===== src/rtl/prog_loader.sv =====
// Framed byte-stream loader: assembles instruction words, writes them into
// program memory, and holds the CPU in reset until the frame checksum verifies.
module prog_loader #(
    parameter logic [7:0] HEADER = 8'hA5,
    parameter int         AW     = 11,
    parameter int         DW     = 14
) (
    input  logic          clk,
    input  logic          rst,
    input  logic          in_valid,
    input  logic [7:0]    in_data,
    output logic          in_ready,
    output logic          wr_en,
    output logic [AW-1:0] wr_addr,
    output logic [DW-1:0] wr_data,
    output logic          cpu_rst,
    output logic          done,
    output logic          err
);

    typedef enum logic [2:0] {
        IDLE, CNT_H, CNT_L, DATA_H, DATA_L, CHK, RUN, ERR
    } state_t;

    state_t          state_q, state_d;
    logic [AW-1:0]   count_q, count_d;
    logic [AW-1:0]   word_q, word_d;
    logic [DW-9:0]   hi_q, hi_d;
    logic [7:0]      acc_q, acc_d;
    logic            wr_en_q, wr_en_d;
    logic [AW-1:0]   wr_addr_q, wr_addr_d;
    logic [DW-1:0]   wr_data_q, wr_data_d;
    logic            cpu_rst_q, cpu_rst_d;
    logic            done_q, done_d;
    logic            err_q, err_d;
    logic [AW-1:0]   count_full;

    // The loader never back-pressures; every valid byte is consumed.
    assign in_ready   = 1'b1;
    assign count_full = {count_q[AW-1:8], in_data};

    always_comb begin
        state_d   = state_q;
        count_d   = count_q;
        word_d    = word_q;
        hi_d      = hi_q;
        acc_d     = acc_q;
        wr_en_d   = 1'b0;
        wr_addr_d = wr_addr_q;
        wr_data_d = wr_data_q;

        if (in_valid) begin
            case (state_q)
                IDLE, RUN, ERR: begin
                    if (in_data == HEADER) begin
                        state_d = CNT_H;
                        acc_d   = 8'h00;
                    end
                end
                CNT_H: begin
                    acc_d   = acc_q ^ in_data;
                    count_d = {in_data[AW-9:0], 8'h00};
                    state_d = (in_data[7:AW-8] != '0) ? ERR : CNT_L;
                end
                CNT_L: begin
                    acc_d     = acc_q ^ in_data;
                    count_d   = count_full;
                    word_d    = '0;
                    wr_addr_d = '0;
                    state_d   = (count_full == '0) ? CHK : DATA_H;
                end
                DATA_H: begin
                    acc_d   = acc_q ^ in_data;
                    hi_d    = in_data[DW-9:0];
                    state_d = DATA_L;
                end
                DATA_L: begin
                    acc_d     = acc_q ^ in_data;
                    wr_en_d   = 1'b1;
                    wr_addr_d = word_q;
                    wr_data_d = {hi_q, in_data};
                    word_d    = word_q + AW'(1);
                    state_d   = (word_q == count_q - AW'(1)) ? CHK : DATA_H;
                end
                CHK: begin
                    state_d = (in_data == acc_q) ? RUN : ERR;
                end
                default: state_d = IDLE;
            endcase
        end

        // Status outputs are registered copies of the next state.
        cpu_rst_d = (state_d != RUN);
        done_d    = (state_d == RUN);
        err_d     = (state_d == ERR);
    end

    always_ff @(posedge clk) begin
        if (rst) begin
            state_q   <= IDLE;
            count_q   <= '0;
            word_q    <= '0;
            hi_q      <= '0;
            acc_q     <= 8'h00;
            wr_en_q   <= 1'b0;
            wr_addr_q <= '0;
            wr_data_q <= '0;
            cpu_rst_q <= 1'b1;
            done_q    <= 1'b0;
            err_q     <= 1'b0;
        end else begin
            state_q   <= state_d;
            count_q   <= count_d;
            word_q    <= word_d;
            hi_q      <= hi_d;
            acc_q     <= acc_d;
            wr_en_q   <= wr_en_d;
            wr_addr_q <= wr_addr_d;
            wr_data_q <= wr_data_d;
            cpu_rst_q <= cpu_rst_d;
            done_q    <= done_d;
            err_q     <= err_d;
        end
    end

    assign wr_en   = wr_en_q;
    assign wr_addr = wr_addr_q;
    assign wr_data = wr_data_q;
    assign cpu_rst = cpu_rst_q;
    assign done    = done_q;
    assign err     = err_q;

endmodule


===== config.mk =====
export PLATFORM = sky130hd
export DESIGN_NAME = prog_loader
export DESIGN_NICKNAME = d
export VERILOG_FILES = /design/src/rtl/prog_loader.sv
export SDC_FILE = /design/constraint.sdc
export NUM_CORES = 1
export LEC_CHECK = 0
export BUFFER_PORTS_ARGS = -buffer_cell sky130_fd_sc_hd__clkbuf_2
export CAP_MARGIN = 20
export CORE_UTILIZATION = 58
export DETAILED_ROUTE_END_ITERATION = 8
export PLACE_DENSITY = 0.88
export SYNTH_ARGS = -nofsm -noshare
export SYNTH_HDL_FRONTEND = slang
export SYNTH_SLANG_ARGS = --single-unit

===== constraint.sdc =====
create_clock -name clk -period 2.6 [get_ports clk]
set_input_delay 0.39 -clock clk [delete_from_list [all_inputs] [get_ports clk]]
set_output_delay 0.39 -clock clk [all_outputs]
set_load 0.03 [all_outputs]

; ---- Word level (Yosys, flattened, before mapping)
; Index checks and enable logic that the tools add are counted.
[totals]
regBits = 68
out_inout_bits = 30
elab_cells = 59
[classes]
n_addsub = 2
eq_ne = 14
muxes = 13
bitwise = 3
n_reduce_logical = 15
[op_table]
columns = cell, count
row1 = one-hot mux 11 bit (2 select lines), 3
row2 = equality test 3 bit (second input constant), 6
row3 = one-hot mux 3 bit (6 select lines), 1
row4 = one-hot mux 8 bit (2 select lines), 1
row5 = 2-to-1 mux 3 bit, 5
row6 = adder 11 x 1 -> 11 bit (second input constant), 1
row7 = equality test 11 bit, 1
row8 = zero test 11 bit, 1
row9 = subtractor 11 x 1 -> 11 bit (second input constant), 1
row10 = equality test 8 bit, 1
row11 = equality test 8 bit (second input constant), 1
row12 = 2-to-1 mux 8 bit, 1
row13 = AND reduction 2 bit, 4
row14 = XOR 8 bit, 1
row15 = equality test 3 x 2 -> 1 bit (second input constant), 2
row16 = AND reduction 3 bit, 2
row17 = nonzero test 2 bit, 3
row18 = nonzero test 5 bit, 1
row19 = OR reduction 4 bit, 1
row20 = equality test 3 x 1 -> 1 bit (second input constant), 1
row21 = zero test 3 bit, 1
row22 = inequality test 3 bit (second input constant), 1
row23 = OR reduction 3 bit, 1
row24 = 2-to-1 mux 1 bit, 2
row25 = 3 further kinds, 4

; ---- Depth between registers and ports, before layout
; Gate-level depths: netlist of the first run.
[logic_depth]
depth_word = 6
depth_mapped = 8
ltp_nobuf = 8

; ---- Least setup slack after synthesis of the first run
; No wires, ideal clock.
[synth_timing]
path_type = register to register
startpoint = reg count_q[0]
endpoint = reg cpu_rst_q, in the netlist cpu_rst
setup_time_ns = 0.127
t_arrival_ns = 1.971
setup_slack_ns = 0.502
stages_incl_launch_ff = 9
n_path_buf = 0
synth_period_minus_slack_ns = 2.098
path_cell_list = dfxtp_1 inv_1 ha_1 nor4b_1 xnor2_1 a31oi_1 o221ai_1 a31oi_1 or3_1
[synth_via]
elab_chain_cells = 6
[synth_rtl]
columns = item, line_no
row1 = start: declaration, 26  ; logic [AW-1:0] count_q, count_d;
row2 = start signal: assignment, 113  ; count_q <= count_d;
row3 = subtractor 11 x 1 -> 11 bit, 83  ; state_d = (word_q == count_q - AW'(1)) ? CHK : DATA_H;
row4 = equality test 11 bit, 83
row5 = 2-to-1 mux 3 bit, 83
row6 = one-hot mux 3 bit (6 select lines), 53  ; case (state_q)
row7 = 2-to-1 mux 3 bit, 52  ; if (in_valid) begin
row8 = inequality test 3 bit, 93  ; cpu_rst_d = (state_d != RUN);
row9 = end signal: assignment, 120  ; cpu_rst_q <= cpu_rst_d;
row10 = end: declaration, 33  ; logic cpu_rst_q, cpu_rst_d;
; No other way between the ends.
; A chain may end at the register's enable or synchronous reset.

; ---- Worst setup path after layout of the first run
; Ends and elaborated chain as after synthesis.

==> reports/metrics.yaml, run 1 <==
power_and_ir_drop:
  ir_drop_mv: 0.429
  pwr_density_cell_nw_per_um2: 494
  sw_frac_of_total_pct: 24.0
  leakagePower_nw: 1.41
  comb_power_share_pct: 3.6
  clock_power_share_pct: 39.6
  seq_power_share_pct: 56.9
  netSwitchingPower_w: 0.000439
  power.internal_w: 0.00139
synth:
  ys.flop_type: "dfxtp_1"
  syn_area_per_cell_um2: 8.21
  netlist_area_um2: 3350
  postSynth.asyncResetShare_pct: 0
  yosysTopAreaCell: "dfxtp_1"
  synth_cell_type_count: 59
  synth_top_area_share_pct: 40.6
  synth_edf_count: 0
  yosys-top-cells-area: "dfxtp_1, a21oi_1, nand2_1"
  yosysWarnings: 0
  seq_area_frac_synth_pct: 40.6
  yosys_register_bits: 68
  syn_nets: 421
  syn_inst: 408
drt:
  drt-vias-per-instance: 6.14
  wl_per_cell_um: 15.5
  vias: 3118
  drt_first_iter_violations: 305
  drc: 0
  drt_pass1_iterations: 5
  wl_mm: 7.90
  ant_nets: 0
finish:
  regArea_um2: 1360
  num_antenna_cells: 0
  layout_common_cells: "dfxtp_1, nand2_1, nor2_1, clkbuf_2, a21oi_1"
  drive_above_1_share_pct: 16.1
  multiInputGateArea_um2: 1840
  syn_to_final_growth_pct: 10.7
  nNetsFinal: 445
  fillers: 462
  final_common_cell: "dfxtp_1"
  finalNonFillerCells: 508
timing:
  final-hold-violation-count: 0
  setup_viol: 0
  slew-limit-headroom_pct: 52.5
  drv_slew: 0
  rsz0062_at_grt: "no"
  fmaxAchievable_mhz: 415
  worst_pin_slew_ns: 0.707
  whs_ns: 0.335
  fin_crit_ns: 2.41
  finalCritPeriodShare_pct: 92.7
  worst_slack_ns: 0.189
  finalSetupTns_ns: 0
  finClkSkew_ns: 0.00799
placement:
  place_inst: 493
  place_ws_ns: 0.241
  globalplace.congestion: 0.832
  place_hpwl_mm: 5.39
  portBuffers: 39
clock_network:
  cts_setup_buffers: 0
  root_buffer: "clkbuf_8"
  cts_resized: 0
  clk_pin_slew_worst_paths_ns: 0.07
  htree_levels: 3
  tritoncts: "built"
  cts_buffers: 9
  clkLatencyLatePin_ns: 0.35
  cts_buffer_depth: 2
  cts_sinks: 68
  cts-hold-fix-buffers: 0
grt:
  grt_pass1_wl_mm: 13.3
  grt_max_degree: 48
  grt.overflow.total: 0
  grtUsageTotal_pct: 28.3
  grt_pass1_vias: 2855
  grt_antenna_before_repair: 0
floorplan:
  initial_core_util_pct: 60.5
  die_x_um: 78.0
  rows: 27
  die_h_um: 78.0
  die-area_um2: 6080
  core_area_um2: 5540
  ios: 41
critical_path:
  path_class: "reg -> reg"
  crit_required_ns: 2.83
  start_kind: "register"
  cp_max_fo: 6
  end_kind: "register"
  cp.arrival_ns: 2.64
flow_run:
  max_cap_violations: 0
run_status:
  outcome: "finished clean"
min_path:
  hold_path_class: "in -> reg"
-- metal layers --
metal | vias to the layer above | track usage, % | part of all wire, %
met1 | 1467 | 34.7 | 43
met2 | 129 | 45.1 | 48
met3 | 27 | 7.18 | 6.0
met5 | - | 0 | 0
met4 | 0 | 16.1 | 3.2
li1 | 1495 | - | -
-- cell type report --
class | count | area share (%)
multi-input cells | 302 | 49.6
flip-flops and latches | 68 | 36.7
repair buffers | 44 | 6.28
clock buffers | 10 | 3.44
well taps | 72 | 2.43
clock inverters | 5 | 0.810
inverters | 7 | 0.709
-- metrics by stage --
stage	utilization, %	area, µm²	power (W)
2_1_floorplan	-	3350	0.00111
3_3_place_gp	64.1	3550	0.00113
3_5_place_dp	64.1	3550	0.00113
4_1_cts	66.9	3710	0.00184
5_1_grt	66.9	3710	0.00190
6_report	66.9	3710	0.00183
-- cells by family (layout without fill, tap and decap cells) --
family,count (synthesis),count (layout),synth area share [%]
xor+xnor,20,20,5.23
flops,68,68,40.6
mux,8,8,2.39
other cells,1,1,0.112
buf+inv,38,66,4.63
compound gates,97,97,18.8
simple gates,174,174,27.5
fa+ha+maj,2,2,0.747
-- state kept, by name, indices dropped and copies added (netlist names) --
name     count
acc_q        8
count_q     11
cpu_rst      1
done         1
err          1
hi_q         6
state_q      3
word_q      11
wr_addr     11
wr_data     14
wr_en        1
-- power groups by stage --
stage	Clock (W)	Sequential (W)	Combinational (W)
2_1_floorplan	0	0.00107	0.0000447
3_3_place_gp	0	0.00107	0.0000627
3_5_place_dp	0	0.00107	0.0000636
4_1_cts	0.000737	0.00104	0.0000640
5_1_grt	0.000788	0.00104	0.0000694
6_report	0.000724	0.00104	0.0000650
-- critical path, cell delays in order, from the launching register on --
cell and delay [ns]:
dfxtp_1 0.36, inv_1 0.08, ha_1 0.24, nor4b_1 0.54, xnor2_1 0.18, a31oi_1 0.10, o221ai_1 0.25, a31oi_1 0.17
or3_1 0.36
-- worst paths after layout --
| kind | from | endpoint | slack (ns) | cells after the start |
|---|---|---|---|---|
| max | count_q[0] | cpu_rst | 0.19 | 8 |
| min | rst | word_q[7] | 0.34 | 2 |
| max reg2reg | count_q[0] | cpu_rst | 0.19 | 8 |
| min reg2reg | wr_data[1] | wr_data[1] | 0.45 | 2 |
-- Yosys cell counts (all sizes together), types with 6 or more instances --
master / number
nor3: 11
inv: 7
a22o: 10
a311oi: 6
nor2: 41
a21oi: 37
nand2: 47
nand3b: 14
a31oi: 6
xnor2: 11
nand3: 18
nor2b: 9
o21ai: 17
mux2i: 8
nand4: 6
xor2: 9
dfxtp: 68
or3: 6
clkbuf: 27
(Power assumes the default switching activity.)
==> run 2, diff against run 1 <==
--- a/config.mk
+++ b/config.mk
@@ -5,8 +5,9 @@
 export SDC_FILE = /design/constraint.sdc
 export NUM_CORES = 1
 export LEC_CHECK = 0
-export BUFFER_PORTS_ARGS = -buffer_cell sky130_fd_sc_hd__clkbuf_2
+export BUFFER_PORTS_ARGS = -buffer_cell sky130_fd_sc_hd__buf_4
 export CAP_MARGIN = 20
+export CORE_MARGIN = 4
 export CORE_UTILIZATION = 58
 export DETAILED_ROUTE_END_ITERATION = 8
 export PLACE_DENSITY = 0.88
==> constraint.sdc (replaced) <==
create_clock -name clk -period 2.6 [get_ports clk]
set_input_delay 0.13 -clock clk [delete_from_list [all_inputs] [get_ports clk]]
set_output_delay 0.13 -clock clk [all_outputs]
set_load 0.03 [all_outputs]
==> run 2 against run 1 <==
Hold slack lost 0.25 ns. Final area grew 3.3%. Clock-buffer cell count is the same. Critical path type unchanged. Largest cell class unchanged. Largest power group unchanged.
==> reports/metrics.yaml, run 2 (synthesis results as in run 1) <==
timing:
  drv_slew: 0
  worst_slack_ns: 0.228
  finalSetupTns_ns: 0
  rsz0062_at_grt: "no"
  final-hold-violation-count: 0
  fin_crit_ns: 2.37
  finalCritPeriodShare_pct: 91.2
  finClkSkew_ns: 0.0106
  fmaxAchievable_mhz: 422
  slew-limit-headroom_pct: 55.1
  setup_viol: 0
  worst_pin_slew_ns: 0.672
clock_network:
  cts_setup_buffers: 0
  clkLatencyLatePin_ns: 0.35
  cts_resized: 0
  root_buffer: "clkbuf_8"
  cts_buffers: 9
  clk_pin_slew_worst_paths_ns: 0.07
  tritoncts: "built"
  cts-hold-fix-buffers: 0
  cts_buffer_depth: 2
  cts_sinks: 68
  htree_levels: 3
drt:
  drt_first_iter_violations: 186
  drt-vias-per-instance: 6.06
  wl_mm: 8.07
  drc: 0
  drt_pass1_iterations: 5
  wl_per_cell_um: 15.9
  ant_nets: 0
  vias: 3078
critical_path:
  crit_required_ns: 2.83
  path_cells: "inv_1, ha_1, nor4b_1, xnor2_1, a31oi_1, o221ai_1, a31oi_1, or3_1"
  crit_top_cell: "a31oi_1"
  start_kind: "register"
  reg2reg_depth: 8
  cp_top_family: "simple AND/OR/NAND/NOR gates"
  cp_max_fo: 6
  path_class: "reg -> reg"
  end_kind: "register"
  r2r_start: "count_q[0]"
  critPathSlowestCell: "nor4b_1"
  reg2reg_slack_ns: 0.23
  path_buf_inv: 1
  cpPeakStageDelay_ns: 0.53
  cp.arrival_ns: 2.60
  reg2reg_to: "cpu_rst"
floorplan:
  die_x_um: 84.0
  core_area_um2: 5540
  die-area_um2: 7050
  rows: 27
  ios: 41
  initial_core_util_pct: 60.5
  die_h_um: 84.0
placement:
  place_inst: 492
  place_ws_ns: 0.252
  place_area_um2: 3640
  globalplace.congestion: 0.912
  place_hpwl_mm: 5.57
  portBuffers: 39
finish:
  final_area_um2: 3830
  largest_reg_flops: 14
  num_antenna_cells: 0
  finalNonFillerCells: 508
  nNetsFinal: 444
  drive_above_1_share_pct: 16.1
  syn_to_final_growth_pct: 14.4
  final_common_cell: "dfxtp_1"
  layout_common_cells: "dfxtp_1, nand2_1, buf_4, nor2_1, a21oi_1"
grt:
  grt_pass1_wl_mm: 13.7
  grtUsageTotal_pct: 23.6
  grt_antenna_before_repair: 0
  grt.overflow.total: 0
  grt_pass1_vias: 2921
  grt_max_degree: 55
min_path:
  hold_depth: 3
  hold_path_class: "in -> reg"
  min_from: "in_data[0]"
  hold_path_end: "wr_data[0]"
power_and_ir_drop:
  pwr_density_cell_nw_per_um2: 512
  leakagePower_nw: 1.45
  ir_drop_mv: 0.443
flow_run:
  max_cap_violations: 0
run_status:
  outcome: "finished clean"
## run 2: cell type report
type / count / area, µm²
clock buffers: 10 / 128
multi-input cells: 302 / 1840
clock inverters: 6 / 63.8
inverters: 7 / 26.3
fillers: 467 / 1710
flip-flops and latches: 68 / 1360
well taps: 72 / 90.1
repair buffers: 43 / 323
## run 2: worst min-delay path: cells and delay by family
family / cells / cell delay [ns]
buf+inv: 1 / 0.14
compound gates: 1 / 0.05
simple gates: 1 / 0.06
## run 2: how the worst max path moves through the flow
stage               startpoint       to  slack, ns  depth (start not counted)
finish              count_q[0]  cpu_rst       0.23                          8
global route        count_q[0]  cpu_rst       0.07                          8
CTS                 count_q[0]  cpu_rst       0.24                          8
detailed placement  count_q[0]  cpu_rst       0.25                          8
global placement    count_q[0]  cpu_rst       0.40                          8
floorplan           count_q[0]  cpu_rst       0.50                          8
## run 2: per-layer routing
metal / vias up / routed length, µm / GRT usage (%)
met5: - / 0 / 0
met4: 0 / 164 / 8.19
met3: 20 / 538 / 6.61
met2: 120 / 3910 / 38.9
met1: 1447 / 3460 / 29.7
li1: 1491 / - / -
## run 2: metrics by stage
step                      total power, W  util, %  hold WS, ns
after floorplan                  0.00111        -        0.266
after global placement           0.00113     65.7        0.436
after detailed placement         0.00113     65.7        0.444
after global routing             0.00202     69.2       0.0964
after CTS                        0.00197     69.2       0.0742
final                            0.00196     69.2       0.0829
## run 2: report_power, final
group	leakage (nW)	total [W]	switching [W]	internal, W
registers	0.547	0.00104	0.000000261	0.00104
clock network	0.0927	0.000851	0.000408	0.000443
logic	0.805	0.0000696	0.0000499	0.0000197
total	1.45	0.00196	0.000458	0.00150
